$ cat src/rtl/nv_nvdla_mcif_write_eg_s_if.sv
// Bus bundle between the MCIF write egress block and its ingress/NOC/client neighbours.
interface nv_nvdla_mcif_write_eg_s_if;
    logic [31:0] pwrbus_ram_pd;
    logic        cq_wr_pvld;
    logic        cq_wr_prdy;
    logic [2:0]  cq_wr_thread_id;
    logic [2:0]  cq_wr_pd;
    logic        noc2mcif_axi_b_bvalid;
    logic        noc2mcif_axi_b_bready;
    logic [7:0]  noc2mcif_axi_b_bid;
    logic        eg2ig_axi_vld;
    logic [1:0]  eg2ig_axi_len;
    logic        mcif2sdp_wr_rsp_complete;
    logic        mcif2pdp_wr_rsp_complete;
    logic        mcif2cdp_wr_rsp_complete;

    modport slave (
        input  pwrbus_ram_pd,
        input  cq_wr_pvld,
        output cq_wr_prdy,
        input  cq_wr_thread_id,
        input  cq_wr_pd,
        input  noc2mcif_axi_b_bvalid,
        output noc2mcif_axi_b_bready,
        input  noc2mcif_axi_b_bid,
        output eg2ig_axi_vld,
        output eg2ig_axi_len,
        output mcif2sdp_wr_rsp_complete,
        output mcif2pdp_wr_rsp_complete,
        output mcif2cdp_wr_rsp_complete
    );

    modport master (
        output pwrbus_ram_pd,
        output cq_wr_pvld,
        input  cq_wr_prdy,
        output cq_wr_thread_id,
        output cq_wr_pd,
        output noc2mcif_axi_b_bvalid,
        input  noc2mcif_axi_b_bready,
        output noc2mcif_axi_b_bid,
        input  eg2ig_axi_vld,
        input  eg2ig_axi_len,
        input  mcif2sdp_wr_rsp_complete,
        input  mcif2pdp_wr_rsp_complete,
        input  mcif2cdp_wr_rsp_complete
    );
endinterface

$ cat src/rtl/nv_nvdla_mcif_write_eg_s.sv
// MCIF write egress: per-thread completion-context FIFOs retired by AXI B responses,
// producing credit returns to ingress and per-client write-complete pulses.
module nv_nvdla_mcif_write_eg_s (
    input  logic                              nvdla_core_clk,
    input  logic                              nvdla_core_rstn,
    nv_nvdla_mcif_write_eg_s_if.slave         eg
);
    localparam int unsigned NUM_THR = 3;
    localparam int unsigned DEPTH   = 8;
    localparam int unsigned PTR_W   = 3;
    localparam int unsigned CNT_W   = 4;
    localparam int unsigned PD_W    = 3;
    localparam int unsigned ID_W    = 3;
    localparam int unsigned IDX_W   = 2;

    logic [PD_W-1:0]  ctx_mem [NUM_THR][DEPTH];
    logic [CNT_W-1:0] occ     [NUM_THR];
    logic [PTR_W-1:0] wr_ptr  [NUM_THR];
    logic [PTR_W-1:0] rd_ptr  [NUM_THR];

    logic [NUM_THR-1:0] full;
    logic [NUM_THR-1:0] empty;
    logic [NUM_THR-1:0] push_en;
    logic [NUM_THR-1:0] pop_en;
    logic               push_id_ok;
    logic               pop_id_ok;
    logic [IDX_W-1:0]   push_idx;
    logic [IDX_W-1:0]   pop_idx;
    logic [ID_W-1:0]    b_thr;
    logic               prdy_c;
    logic               bready_c;
    logic [PD_W-1:0]    pop_pd;
    logic               pop_any;

    // Power bus and upper id bits carry no function here.
    logic unused_inputs;
    assign unused_inputs = ^{eg.pwrbus_ram_pd, eg.noc2mcif_axi_b_bid[7:3]};

    // Thread decode, handshake readies and per-FIFO push/pop strobes.
    always_comb begin
        b_thr      = eg.noc2mcif_axi_b_bid[ID_W-1:0];
        push_id_ok = (eg.cq_wr_thread_id >= ID_W'(1)) && (eg.cq_wr_thread_id <= ID_W'(NUM_THR));
        pop_id_ok  = (b_thr >= ID_W'(1)) && (b_thr <= ID_W'(NUM_THR));
        push_idx   = IDX_W'(eg.cq_wr_thread_id - ID_W'(1));
        pop_idx    = IDX_W'(b_thr - ID_W'(1));
        full       = '0;
        empty      = '0;
        push_en    = '0;
        pop_en     = '0;
        pop_pd     = '0;
        for (int t = 0; t < NUM_THR; t++) begin
            full[t]  = (occ[t] == CNT_W'(DEPTH));
            empty[t] = (occ[t] == '0);
        end
        prdy_c   = push_id_ok ? ~full[push_idx]  : 1'b1;
        bready_c = pop_id_ok  ? ~empty[pop_idx]  : 1'b1;
        for (int t = 0; t < NUM_THR; t++) begin
            push_en[t] = eg.cq_wr_pvld && prdy_c && push_id_ok && (push_idx == IDX_W'(t));
            pop_en[t]  = eg.noc2mcif_axi_b_bvalid && bready_c && pop_id_ok && (pop_idx == IDX_W'(t));
            if (pop_idx == IDX_W'(t)) begin
                pop_pd = ctx_mem[t][rd_ptr[t]];
            end
        end
        pop_any = |pop_en;
    end

    assign eg.cq_wr_prdy            = prdy_c;
    assign eg.noc2mcif_axi_b_bready = bready_c;

    // Context storage; occupancy gates every read so no reset is needed.
    always_ff @(posedge nvdla_core_clk) begin
        for (int t = 0; t < NUM_THR; t++) begin
            if (push_en[t]) begin
                ctx_mem[t][wr_ptr[t]] <= eg.cq_wr_pd;
            end
        end
    end

    // Pointers and occupancy; a simultaneous push and pop leaves occupancy unchanged.
    always_ff @(posedge nvdla_core_clk or negedge nvdla_core_rstn) begin
        if (!nvdla_core_rstn) begin
            for (int t = 0; t < NUM_THR; t++) begin
                occ[t]    <= '0;
                wr_ptr[t] <= '0;
                rd_ptr[t] <= '0;
            end
        end else begin
            for (int t = 0; t < NUM_THR; t++) begin
                if (push_en[t]) begin
                    wr_ptr[t] <= wr_ptr[t] + PTR_W'(1);
                end
                if (pop_en[t]) begin
                    rd_ptr[t] <= rd_ptr[t] + PTR_W'(1);
                end
                case ({push_en[t], pop_en[t]})
                    2'b10:   occ[t] <= occ[t] + CNT_W'(1);
                    2'b01:   occ[t] <= occ[t] - CNT_W'(1);
                    default: occ[t] <= occ[t];
                endcase
            end
        end
    end

    // Registered retirement outputs, one cycle after the B handshake.
    always_ff @(posedge nvdla_core_clk or negedge nvdla_core_rstn) begin
        if (!nvdla_core_rstn) begin
            eg.eg2ig_axi_vld            <= 1'b0;
            eg.eg2ig_axi_len            <= '0;
            eg.mcif2sdp_wr_rsp_complete <= 1'b0;
            eg.mcif2pdp_wr_rsp_complete <= 1'b0;
            eg.mcif2cdp_wr_rsp_complete <= 1'b0;
        end else begin
            eg.eg2ig_axi_vld            <= pop_any;
            if (pop_any) begin
                eg.eg2ig_axi_len <= pop_pd[2:1];
            end
            eg.mcif2sdp_wr_rsp_complete <= pop_en[0] & pop_pd[0];
            eg.mcif2pdp_wr_rsp_complete <= pop_en[1] & pop_pd[0];
            eg.mcif2cdp_wr_rsp_complete <= pop_en[2] & pop_pd[0];
        end
    end
endmodule

$ cat src/flat_wrapper.sv
// flat-port wrapper written by rule: the top's interface ports become plain ports
module nv_nvdla_mcif_write_eg_s_flat 
  (nvdla_core_clk, nvdla_core_rstn, eg_pwrbus_ram_pd, eg_cq_wr_pvld, eg_cq_wr_prdy, eg_cq_wr_thread_id, eg_cq_wr_pd, eg_noc2mcif_axi_b_bvalid, eg_noc2mcif_axi_b_bready, eg_noc2mcif_axi_b_bid, eg_eg2ig_axi_vld, eg_eg2ig_axi_len, eg_mcif2sdp_wr_rsp_complete, eg_mcif2pdp_wr_rsp_complete, eg_mcif2cdp_wr_rsp_complete);
  nv_nvdla_mcif_write_eg_s_if eg_i ();
  input  logic nvdla_core_clk;
  input  logic nvdla_core_rstn;
  input wire logic [$bits(eg_i.pwrbus_ram_pd)-1:0] eg_pwrbus_ram_pd;
  input wire logic [$bits(eg_i.cq_wr_pvld)-1:0] eg_cq_wr_pvld;
  output wire logic [$bits(eg_i.cq_wr_prdy)-1:0] eg_cq_wr_prdy;
  input wire logic [$bits(eg_i.cq_wr_thread_id)-1:0] eg_cq_wr_thread_id;
  input wire logic [$bits(eg_i.cq_wr_pd)-1:0] eg_cq_wr_pd;
  input wire logic [$bits(eg_i.noc2mcif_axi_b_bvalid)-1:0] eg_noc2mcif_axi_b_bvalid;
  output wire logic [$bits(eg_i.noc2mcif_axi_b_bready)-1:0] eg_noc2mcif_axi_b_bready;
  input wire logic [$bits(eg_i.noc2mcif_axi_b_bid)-1:0] eg_noc2mcif_axi_b_bid;
  output wire logic [$bits(eg_i.eg2ig_axi_vld)-1:0] eg_eg2ig_axi_vld;
  output wire logic [$bits(eg_i.eg2ig_axi_len)-1:0] eg_eg2ig_axi_len;
  output wire logic [$bits(eg_i.mcif2sdp_wr_rsp_complete)-1:0] eg_mcif2sdp_wr_rsp_complete;
  output wire logic [$bits(eg_i.mcif2pdp_wr_rsp_complete)-1:0] eg_mcif2pdp_wr_rsp_complete;
  output wire logic [$bits(eg_i.mcif2cdp_wr_rsp_complete)-1:0] eg_mcif2cdp_wr_rsp_complete;
  assign eg_i.pwrbus_ram_pd = eg_pwrbus_ram_pd;
  assign eg_i.cq_wr_pvld = eg_cq_wr_pvld;
  assign eg_cq_wr_prdy = eg_i.cq_wr_prdy;
  assign eg_i.cq_wr_thread_id = eg_cq_wr_thread_id;
  assign eg_i.cq_wr_pd = eg_cq_wr_pd;
  assign eg_i.noc2mcif_axi_b_bvalid = eg_noc2mcif_axi_b_bvalid;
  assign eg_noc2mcif_axi_b_bready = eg_i.noc2mcif_axi_b_bready;
  assign eg_i.noc2mcif_axi_b_bid = eg_noc2mcif_axi_b_bid;
  assign eg_eg2ig_axi_vld = eg_i.eg2ig_axi_vld;
  assign eg_eg2ig_axi_len = eg_i.eg2ig_axi_len;
  assign eg_mcif2sdp_wr_rsp_complete = eg_i.mcif2sdp_wr_rsp_complete;
  assign eg_mcif2pdp_wr_rsp_complete = eg_i.mcif2pdp_wr_rsp_complete;
  assign eg_mcif2cdp_wr_rsp_complete = eg_i.mcif2cdp_wr_rsp_complete;
  nv_nvdla_mcif_write_eg_s u_core (.nvdla_core_clk(nvdla_core_clk), .nvdla_core_rstn(nvdla_core_rstn), .eg(eg_i));
endmodule
$ cat config.mk
export PLATFORM = sky130hd
export DESIGN_NAME = nv_nvdla_mcif_write_eg_s_flat
export DESIGN_NICKNAME = d
export VERILOG_FILES = /design/src/rtl/nv_nvdla_mcif_write_eg_s_if.sv /design/src/rtl/nv_nvdla_mcif_write_eg_s.sv /design/src/flat_wrapper.sv
export SDC_FILE = /design/constraint.sdc
export NUM_CORES = 1
export LEC_CHECK = 0
export CORE_ASPECT_RATIO = 0.6
export CORE_MARGIN = 3
export CORE_UTILIZATION = 45
export CTS_CLUSTER_DIAMETER = 50
export DETAILED_ROUTE_END_ITERATION = 10
export GPL_TIMING_DRIVEN = 0
export PLACE_DENSITY = 0.71
export REMOVE_ABC_BUFFERS = 1
export SLEW_MARGIN = 10
export SYNTH_ARGS = -nofsm -noshare
export SYNTH_HDL_FRONTEND = slang
export SYNTH_SLANG_ARGS = --single-unit
$ cat constraint.sdc
create_clock -name nvdla_core_clk -period 2.9 [get_ports nvdla_core_clk]
set_input_delay 0.58 -clock nvdla_core_clk [delete_from_list [all_inputs] [get_ports nvdla_core_clk]]
set_output_delay 0.58 -clock nvdla_core_clk [all_outputs]
set_load 0.05 [all_outputs]
==> flow_summary_export.csv <==
group,metric,value,unit
floorplanning,start_util,46.92,%
detailed_routing,route.detailed.drc,0,
placed_design,dpl_worst_slack,-1.156,ns
sta,finalHoldViolations,0,
synthesis,synth_area_in_compound_gates,5.320,%
synthesis,unique_cell_type_count_in_the_yosys_netlist,53,
sta,final_period_util,96.20,%
sta,relSlewSlack,35.46,%
critical_path,cpMaxStageDelayCell,"or3_4",
synthesis,ys_seq_area_share,60.58,%
synthesis,post_synth_xor_area_fraction,4.157,%
synthesis,synth-adder-area-share,6.879,%
synthesis,synth_simple_gate_area_share,11.23,%
clock_tree,clock_input_transition_at_the_sequential_cells_of_the_worst_setup_and_hold_paths,0.07,ns
synthesis,synthesis.area,5056,um^2
clock_tree,cts_num_sinks,108,
critical_path,cp.required,3.13,ns
synthesis,synth-async-reset-ratio,33.33,%
sta,timing.final.setup_violations,0,
placed_design,place_hpwl,7286,um
sta,layout_min_cycle_time,2.790,ns
hold_path,worst_min_path_class,"in2async",
layout,layout_common_cells,"72 x edfxtp_1, 36 x dfrtp_1, 23 x nand2_1, 21 x mux2_2, 18 x xnor2_1",
detailed_routing,dr_total_vias,3115,
grt,grt_pass1_vias,3085,
grt,grt_overflow_total,0,
layout,final_core_util,55.23,%
sta,worstMarginPinSlew,0.9650,ns
detailed_routing,drtIter0Drc,356,
critical_path,worst_path_dominant_cell_family,"simple AND/OR/NAND/NOR gates",
layout,areaGrowthSynthToFinish,17.72,%
floorplanning,die_height,88.11,um
detailed_routing,detailedRoute.firstPassIterationCount,5,
critical_path,worst_path_largest_cell_delay,0.41,ns
layout,stdcell_area,5952,um^2
critical_path,crit_path_cell_trace,"or3_4, or3_4, and3_4, nand2_4, inv_1, ha_4, ha_1, a21o_1, a21oi_1, xnor2_1, nor2_1, xor2_1",
outcome,status,"finished clean",
detailed_routing,route.final.wire_length,10600,um
grt,wire_length_of_the_first_global_routing_pass,16740,um
critical_path,setup.worst_path.end_class,"flip-flop",
critical_path,reg2reg_slack,0.11,ns
synthesis,largest_family_of_logic_cells_by_synthesized_area,"simple AND/OR/NAND/NOR gates",
critical_path,critical_path_arrival,3.02,ns
synthesis,ys_ff_latch,108,
layout,finish.net_count,480,
clock_tree,cts_hold_buffers,0,
placed_design,gp_congestion,0.8174,
floorplanning,chipWidth,142.8,um
sta,setup_slack,0.1101,ns
pwr,power_per_cell_area,813.2,nW/um^2
synthesis,synth.yosys.warnings,0,
placed_design,count_of_buffers_inserted_at_the_top_level_ports,20,
grt,grt_use_total,17.91,%
clock_tree,root_buffer,"clkbuf_16",
synthesis,yosys-mux-area-fraction,9.478,%
critical_path,worst_setup_path_class,"reg2reg",
pwr,static-leakage-power,2.248,nW
layout,layout_cell_share_with_drive_strength_beyond_1,22.25,%
synthesis,postSynth.topFlopCell,"edfxtp_1",
sta,final_max_slew_viol_count,0,
detailed_routing,ant_nets,0,
grt,antenna_found_initial,0,
clock_tree,clock_path_buffers,2,
critical_path,critical-path-top-cell-by-count,"or3_4",
floorplanning,ios,58,
detailed_routing,drt-vias-per-instance,5.684,
clock_tree,cts_htree_levels,3,
detailed_routing,routedWlPerCell,19.35,um
clock_tree,cts_buffers,9,
critical_path,critPathMaxFanout,5,
floorplanning,design.die.area,12590,um^2
sta,timing.fmax,0.3584,GHz
layout,n_antenna_cell,0,
critical_path,cp_num_buf_inv,1,
clock_tree,cts_tree,"built",
synthesis,synth_area_per_cell,13.74,um^2
synthesis,postSynthCellCount,368,
floorplanning,core.rowCount,29,
grt,largest_net_degree_at_the_start_of_global_routing,26,
floorplanning,fp.coreArea,10780,um^2
critical_path,startpoint_type,"flip-flop",
clock_tree,clk-insertion-delay-late,0.35,ns
sta,fin_worst_skew,0.007040,ns
synthesis,synth_enable_flop_cells,72,
pwr,peak_supply_drop,0.3576,mV
placed_design,place_area,5394,um^2
job,max_cap_viols,0,
layout,layout.cells.most_common,"edfxtp_1",
-- synth_stat cells (3+ instances only) --
master    number  share of area (%)
o21ai_0        7               0.69
nand2_1       26                1.9
a21oi_1        5               0.49
mux2_2        21                4.7
edfxtp_1      72                 43
buf_1          3               0.22
dfrtp_1       36                 18
mux4_2         5                2.2
a21o_1         3               0.45
buf_2          5               0.49
nand2b_1       5               0.62
nor3b_1        3               0.45
o22ai_1        3               0.37
nor3_1        14                1.4
xnor2_1       18                3.1
ha_1          23                5.7
or3_1          4               0.49
nand4_1        5               0.62
mux2i_1       10                2.0
nor4_1        11                1.4
nor2_1        11               0.82
xor2_1         6                1.0
nand3_1       12                1.2
inv_1         18                1.3
nor2b_1        6               0.74
fa_1           3                1.2
-- timing repair --
item,in CTS,in global routing
setup endpoints to repair,71,26
buffers inserted,5,9
resized for setup,38,17
pin swaps,1,8
-- report_power, final --
part | internal (mW) | switching, mW | total (mW)
Combinational | 0.645 | 0.585 | 1.23
Clock | 0.767 | 0.553 | 1.32
Sequential | 1.87 | 0.424 | 2.29
-- sequential cells by signal, indices dropped and copies added, names as in the netlist, 2 cells and up --
signal / flops
u_core.eg.eg2ig_axi_len: 2
u_core.ctx_mem: 72
u_core.rd_ptr: 9
u_core.wr_ptr: 9
u_core.occ: 12
-- cell type report --
class | instances | area [um^2]
Clock buffer | 10 | 229.0
Timing Repair Buffer | 35 | 309.0
Clock inverter | 6 | 95.09
Sequential cell | 108 | 3063
Multi-Input combinational cell | 232 | 2014
Fill cell | 843 | 4825
Inverter | 18 | 67.56
Tap cell | 139 | 173.9
-- path summary, 6_finish.rpt --
check | from | endpoint | cells past startpoint
min in group nvdla_core_clk | u_core.eg.eg2ig_axi_len[0] | u_core.eg.eg2ig_axi_len[0] | 1
hold / removal | nvdla_core_rstn | u_core.occ[8] | 1
setup / recovery | u_core.occ[1] | u_core.occ[7] | 12
max in group asynchronous | nvdla_core_rstn | u_core.eg.mcif2cdp_wr_rsp_complete | 2
setup reg to reg | u_core.occ[1] | u_core.occ[7] | 12
hold reg to reg | u_core.eg.eg2ig_axi_len[0] | u_core.eg.eg2ig_axi_len[0] | 1
-- metal layers --
layer	share of wire [%]	GRT usage, %
met1	48	26.21
met2	46	27.04
met3	4.8	4.255
met4	0.95	4.918
met5	0	0
-- cell families (layout without fill, tap and decap cells) --
group	after synthesis	after routing
flops	108	108
simple gates	107	107
mux	38	38
compound gates	37	37
buf+inv	28	69
fa+ha+maj	26	26
xor+xnor	24	24
-- through the flow --
stage	hold slack [ns]	instances	total power [mW]	setup TNS [ns]
CTS	0.1168	539	4.807	0
floorplan	0.2844	358	3.047	-0.1734
detailed placement	0.4966	518	3.431	-60.53
global route	0.1273	548	5.099	-0.01091
global placement	0.4876	517	3.363	-55.19
finish	0.1174	548	4.840	0
Power figures use the tool's default switching activity.
